`src/rtl/wb_pkg.sv`:
```
// Shared types and constants for the write-back serializer.
package wb_pkg;

  localparam int unsigned DEPTH_DEFAULT = 4;
  localparam int unsigned AW_DEFAULT    = 5;
  localparam int unsigned DW_DEFAULT    = 32;

  localparam logic [AW_DEFAULT-1:0] REG_ZERO = 5'd0;

  // One pending register-file write.
  typedef struct packed {
    logic [AW_DEFAULT-1:0] dest;
    logic [DW_DEFAULT-1:0] data;
  } wb_entry_t;

endpackage

```
`src/rtl/wb_pending_cam.sv`:
```
// Lookup of the youngest pending write to a register among queued entries.
module wb_pending_cam
  import wb_pkg::*;
#(
  parameter int unsigned DEPTH = DEPTH_DEFAULT,
  localparam int unsigned PW   = $clog2(DEPTH)
) (
  input  wb_entry_t [DEPTH-1:0]      entries,
  input  logic      [DEPTH-1:0]      valid,
  input  logic      [PW-1:0]         head,
  input  logic      [AW_DEFAULT-1:0] addr,
  output logic                       hit_c,
  output logic      [DW_DEFAULT-1:0] data_c
);

  logic [PW-1:0] idx;

  // Walk from head towards tail; later (younger) matches overwrite earlier ones.
  always_comb begin
    hit_c  = 1'b0;
    data_c = '0;
    idx    = '0;
    for (int unsigned k = 0; k < DEPTH; k++) begin
      idx = head + PW'(k);
      if (valid[idx] && (entries[idx].dest == addr) && (addr != REG_ZERO)) begin
        hit_c  = 1'b1;
        data_c = entries[idx].data;
      end
    end
  end

endmodule

```
`src/rtl/wb_write_serializer.sv`:
```
// Serializes two write-back lanes into the single register-file write port,
// with forwarding lookups into the pending-write queue.
module wb_write_serializer
  import wb_pkg::*;
#(
  parameter int unsigned DEPTH = DEPTH_DEFAULT,
  parameter int unsigned AW    = AW_DEFAULT,
  parameter int unsigned DW    = DW_DEFAULT
) (
  input  logic          clk,
  input  logic          Reset,
  input  logic          wb0_valid,
  input  logic [AW-1:0] wb0_dest,
  input  logic [DW-1:0] wb0_data,
  input  logic          wb1_valid,
  input  logic [AW-1:0] wb1_dest,
  input  logic [DW-1:0] wb1_data,
  output logic          wb_stall,
  output logic          RegWrite,
  output logic [AW-1:0] WriteReg_WB,
  output logic [DW-1:0] WriteData,
  input  logic [AW-1:0] rs,
  input  logic [AW-1:0] rt,
  output logic          fwd_hit_rs,
  output logic          fwd_hit_rt,
  output logic [DW-1:0] fwd_data_rs,
  output logic [DW-1:0] fwd_data_rt
);

  localparam int unsigned PW = $clog2(DEPTH);
  localparam int unsigned CW = PW + 1;

  // Entry storage is shaped by the package struct, so widths must agree.
  if ((AW != AW_DEFAULT) || (DW != DW_DEFAULT)) begin : g_width_check
    $error("wb_write_serializer: AW/DW must match wb_pkg entry widths");
  end
  if ((DEPTH < 2) || ((DEPTH & (DEPTH - 1)) != 0)) begin : g_depth_check
    $error("wb_write_serializer: DEPTH must be a power of two >= 2");
  end

  wb_entry_t [DEPTH-1:0] mem;
  logic [PW-1:0]         rd_ptr;
  logic [PW-1:0]         wr_ptr;
  logic [CW-1:0]         count;

  logic [DEPTH-1:0]      valid_mask;
  logic [PW-1:0]         offset;

  logic                  take;
  logic                  elig0;
  logic                  elig1;
  logic                  push0;
  logic                  push1;
  logic                  pop;
  logic [CW-1:0]         push_cnt;
  logic [PW-1:0]         slot1;

  // Stall from registered occupancy keeps two slots free whenever lanes are accepted.
  assign wb_stall = (count > CW'(DEPTH - 2));
  assign take     = Reset && !wb_stall;

  // Enqueue filter: drop r0 writes; on equal destinations the younger lane wins.
  always_comb begin
    elig0    = wb0_valid && (wb0_dest != REG_ZERO);
    elig1    = wb1_valid && (wb1_dest != REG_ZERO);
    push1    = take && elig1;
    push0    = take && elig0 && !(elig1 && (wb0_dest == wb1_dest));
    push_cnt = CW'(push0) + CW'(push1);
    slot1    = wr_ptr + PW'(push0);
  end

  // Head drains every cycle the queue is non-empty; no back-pressure.
  assign pop = (count != '0);

  // Pointer and occupancy state.
  always_ff @(posedge clk) begin
    if (!Reset) begin
      rd_ptr <= '0;
      wr_ptr <= '0;
      count  <= '0;
    end else begin
      rd_ptr <= rd_ptr + PW'(pop);
      wr_ptr <= wr_ptr + PW'(push_cnt);
      count  <= count + push_cnt - CW'(pop);
    end
  end

  // Entry storage; contents are only meaningful under the valid mask.
  always_ff @(posedge clk) begin
    if (push0) begin
      mem[wr_ptr] <= '{dest: wb0_dest, data: wb0_data};
    end
    if (push1) begin
      mem[slot1] <= '{dest: wb1_dest, data: wb1_data};
    end
  end

  // Entries from head for count slots are live, modulo DEPTH.
  always_comb begin
    valid_mask = '0;
    offset     = '0;
    for (int unsigned i = 0; i < DEPTH; i++) begin
      offset        = PW'(i) - rd_ptr;
      valid_mask[i] = ({1'b0, offset} < count);
    end
  end

  // Register-file port driven from the head entry, zeroed when idle.
  always_comb begin
    RegWrite    = pop;
    WriteReg_WB = '0;
    WriteData   = '0;
    if (pop) begin
      WriteReg_WB = mem[rd_ptr].dest;
      WriteData   = mem[rd_ptr].data;
    end
  end

  wb_pending_cam #(.DEPTH(DEPTH)) u_cam_rs (
    .entries (mem),
    .valid   (valid_mask),
    .head    (rd_ptr),
    .addr    (rs),
    .hit_c   (fwd_hit_rs),
    .data_c  (fwd_data_rs)
  );

  wb_pending_cam #(.DEPTH(DEPTH)) u_cam_rt (
    .entries (mem),
    .valid   (valid_mask),
    .head    (rd_ptr),
    .addr    (rt),
    .hit_c   (fwd_hit_rt),
    .data_c  (fwd_data_rt)
  );

endmodule

```
`config.mk`:
```
export PLATFORM = sky130hd
export DESIGN_NAME = wb_write_serializer
export DESIGN_NICKNAME = d
export VERILOG_FILES = /design/src/rtl/wb_pkg.sv /design/src/rtl/wb_pending_cam.sv /design/src/rtl/wb_write_serializer.sv
export SDC_FILE = /design/constraint.sdc
export NUM_CORES = 1
export LEC_CHECK = 0
export CAP_MARGIN = 40
export CORE_AREA = 5 5 170 172
export DETAILED_ROUTE_END_ITERATION = 8
export DIE_AREA = 0 0 175 177
export PLACE_DENSITY = 0.69
export SYNTH_ARGS = -nofsm -noshare
export SYNTH_HDL_FRONTEND = slang
export SYNTH_SLANG_ARGS = --single-unit
```
`constraint.sdc`:
```
create_clock -name clk -period 13.6 [get_ports clk]
set_input_delay 2.04 -clock clk [delete_from_list [all_inputs] [get_ports clk]]
set_output_delay 2.04 -clock clk [all_outputs]
set_load 0.02 [all_outputs]
```
==> run summary <==
Critical Path AT = 6.29 ns
Initial antenna violation count = 0
Int Pwr = 2195 µW
Cts hold-fix bufs = 0
Worst-path clk slew = 0.07 ns
Dominant synthesized flop cell = dfxtp_1
Crit-path cells = buf_12, xnor2_1, ha_1, nor3b_1, o32a_1, o22ai_1, or4_2, nand2_2, o22ai_1, a21oi_2, clkdlybuf4s50_1
DRT Wirelength = 43290 µm
Vias/cell = 6.071
Async SR Flop Fraction = 0
Final period utilization = 0.6124
FF+latch count, synth = 155
Mean Syn Cell Area = 7.730 µm²
Largest net degree at the start of global routing = 141
Setup bufs post-CTS = 0
Share of layout cells above drive strength 1 = 0.1076
Core Rows = 61
Cell Count Post-Placement = 2128
CP top delay family = simple AND/OR/NAND/NOR gates
Synth top area share = 0.2333
Initial DRC Count = 1097
CP peak stage delay = 1.19 ns
YS warnings = 0
Synth top area cells = dfxtp_1 23%, mux2i_1 20%, nand2_1 6.3%
Setup TNS = 0 ns
Number of flops mapped to enable cells by yosys = 0
Post-Layout Cell Count = 2159
Total Nets Final = 1901
Rel. slew slack = 0.4045
Final hold vios = 0
Post-Place Setup Slack = 5.617 ns
Clk root buf = clkbuf_16
GRT overflow = 0
ANT cells = 0
WL/cell = 20.05 µm
Number of global-route vias before repair = 12.56k
First-pass GRT wire length = 68520 µm
Slew @ Worst Pin = 0.8932 ns
Type of the most critical hold path = reg2reg
Final-report max-slew violation count = 0
TritonRoute pass-1 iters = 5
Finished layout cell area = 0.01585 mm²
TritonCTS Buffers = 17
Die height = 177 µm
CP max stage cell = or4_2
Post-CTS sizing = 0
GRT Overall Usage = 0.2720
Seq/Total Area, Yosys = 0.2333
Status = complete, no violations
Final GP Congestion = 0.8871
Worst vdd ir = 0.1298 mV
Initial Utilization = 0.4869
Port bufs = 192
Mapped Nets = 1821
Top cell by count, worst path = o22ai_1
Fmax = 120.1 MHz
CP Launch Type = flop
ANT nets after route = 0
CTS tree = built
Worst Skew = 0.01317 ns
IO Pins = 193
DR vias = 13.11k
Synthesized cell area = 0.01330 mm²
# DRC = 0
Area after DPL = 0.01524 mm²
Core Region = 0.02732 mm²
P&R area growth vs syn = 19.14%
Worst setup EP type = primary output
Critical Path Fanout Max = 140
Die area = 0.03098 mm²
Worst-Skew Late Latency = 0.44 ns
Hpwl dp = 29210 µm
CTS max path bufs = 2
Clock tree sinks = 155
Netlist cell types = 57
Buf/Inv on CP = 2
Combinational share of power = 0.656
Seq pwr share = 0.225
Die X = 175 µm
RSZ-0062 raised after global routing = no
Final WS setup = 5.271 ns
PwrDens = 264.4 mW/mm²
Post-synth top area cell = dfxtp_1
Setup violators final = 0
Max-Cap Viols = 0
H-tree depth = 4
Worst Path Required = 11.56 ns
Fin crit period = 8.329 ns
Clock power frac = 0.120
Post-synthesis cell count = 1721
Core Util, Final = 0.5800
Sw Ratio = 0.4762
Sw Pwr = 1995 µW
Cell leakage power = 0.006160 µW
Critical path class = reg2out
==> cell families (layout without fill, tap and decap cells) <==
kind of cell,after synthesis,count (layout),synth area share
fa+ha+maj,12,12,0.01185
compound gates,439,439,0.2085
mux,322,322,0.2620
flops,155,155,0.2333
xor+xnor,45,45,0.02963
simple gates,575,575,0.1944
buf+inv,173,265,0.06029
==> power by group through the flow <==
stage / Combinational (µW) / Clock (µW) / Sequential (µW)
6_report: 2750 / 501 / 942
5_1_grt: 2980 / 526 / 978
4_1_cts: 2720 / 506 / 939
3_5_place_dp: 2710 / 0 / 945
3_3_place_gp: 2670 / 0 / 928
2_1_floorplan: 1970 / 0 / 824
==> cell usage in the layout (no fill, tap or decap), types with 3 or more instances in the layout <==
master           netlist  final
mux2i_1              265    265
nand2_1              222    222
clkdlybuf4s50_1        0    192
o21ai_0              154    154
dfxtp_1              155    153
nor2_1               143    141
a21oi_1              105    105
nor3_1               104     99
xnor2_1               40     40
mux2_2                38     38
and2_1                39     38
nor2b_1               36     36
o22ai_1               34     34
o21ai_1               32     32
o31a_1                32     32
a211oi_2              31     31
a21oi_2               29     29
buf_4                  8     23
mux4_2                17     17
clkbuf_16              0     17
inv_1                 13     12
ha_1                  11     11
nand3_1                7      6
nor3_2                 0      5
xor2_1                 5      5
a211oi_1               4      4
clkinv_4               0      4
or2_2                  3      3
nand4_1                3      3
nand2b_1               3      3
nand3b_1               3      3
bufinv_16              0      3
buf_12                 0      3
==> worst paths after layout <==
check	depth (start not counted)	slack, ns	startpoint	end
max	11	5.27	rd_ptr[1]	fwd_data_rs[23]
min	2	0.55	mem[26]	mem[26]
max reg2reg	9	10.33	count[0]	mem[137]
min reg2reg	2	0.55	mem[26]	mem[26]
==> Yosys cell counts (4+ instances only) <==
| library cell | instances |
|---|---|
| a21oi_1 | 105 |
| a211oi_2 | 31 |
| nor3_1 | 104 |
| nor2_1 | 143 |
| buf_4 | 8 |
| o31a_1 | 32 |
| o21ai_0 | 154 |
| ha_1 | 11 |
| dfxtp_1 | 155 |
| mux2_2 | 38 |
| nand2_1 | 222 |
| mux4_2 | 17 |
| buf_1 | 12 |
| xnor2_1 | 40 |
| inv_1 | 13 |
| mux2i_1 | 265 |
| a211oi_1 | 4 |
| o22ai_1 | 34 |
| and2_1 | 39 |
| o21ai_1 | 32 |
| a21oi_2 | 29 |
| buf_2 | 32 |
| buf_6 | 11 |
| nand3_1 | 7 |
| clkbuf_1 | 95 |
| nor2b_1 | 36 |
| xor2_1 | 5 |
==> registers in the layout, indices dropped and copies added (netlist names) <==
name / cells
mem: 148
count: 3
rd_ptr: 2
wr_ptr: 2
==> area by class of cell <==
class,instances,area [µm²]
repair buffers,219,2182
multi-input cells,1393,9458
inverters,15,58.81
clock inverters,12,163.9
well taps,346,432.9
clock buffers,19,442.9
flip-flops and latches,155,3110
fillers,2480,11470
==> routing by layer <==
metal,track usage,part of all wire
met1,0.3758,0.45
met2,0.4374,0.45
met5,0,0
met3,0.05725,0.078
met4,0.06612,0.016
==> worst register-to-register path: stages (launching register included) <==
cell and delay (ns):
dfxtp_1 0.39, a21oi_1 0.31, nand2_1 0.13, a21oi_1 0.12, and3_1 0.33, ha_1 0.25
xnor2_1 0.14, nor2_4 0.70, buf_4 0.53, o21ai_0 0.23
==> metrics by stage <==
step	total power [µW]	hold slack (ns)
after floorplan	2795	0.5002
after global placement	3597	0.5240
after detailed placement	3653	0.5278
after CTS	4169	0.5476
after global routing	4488	0.5673
final	4190	0.5477
No activity file was read; power rests on OpenSTA's default activity.
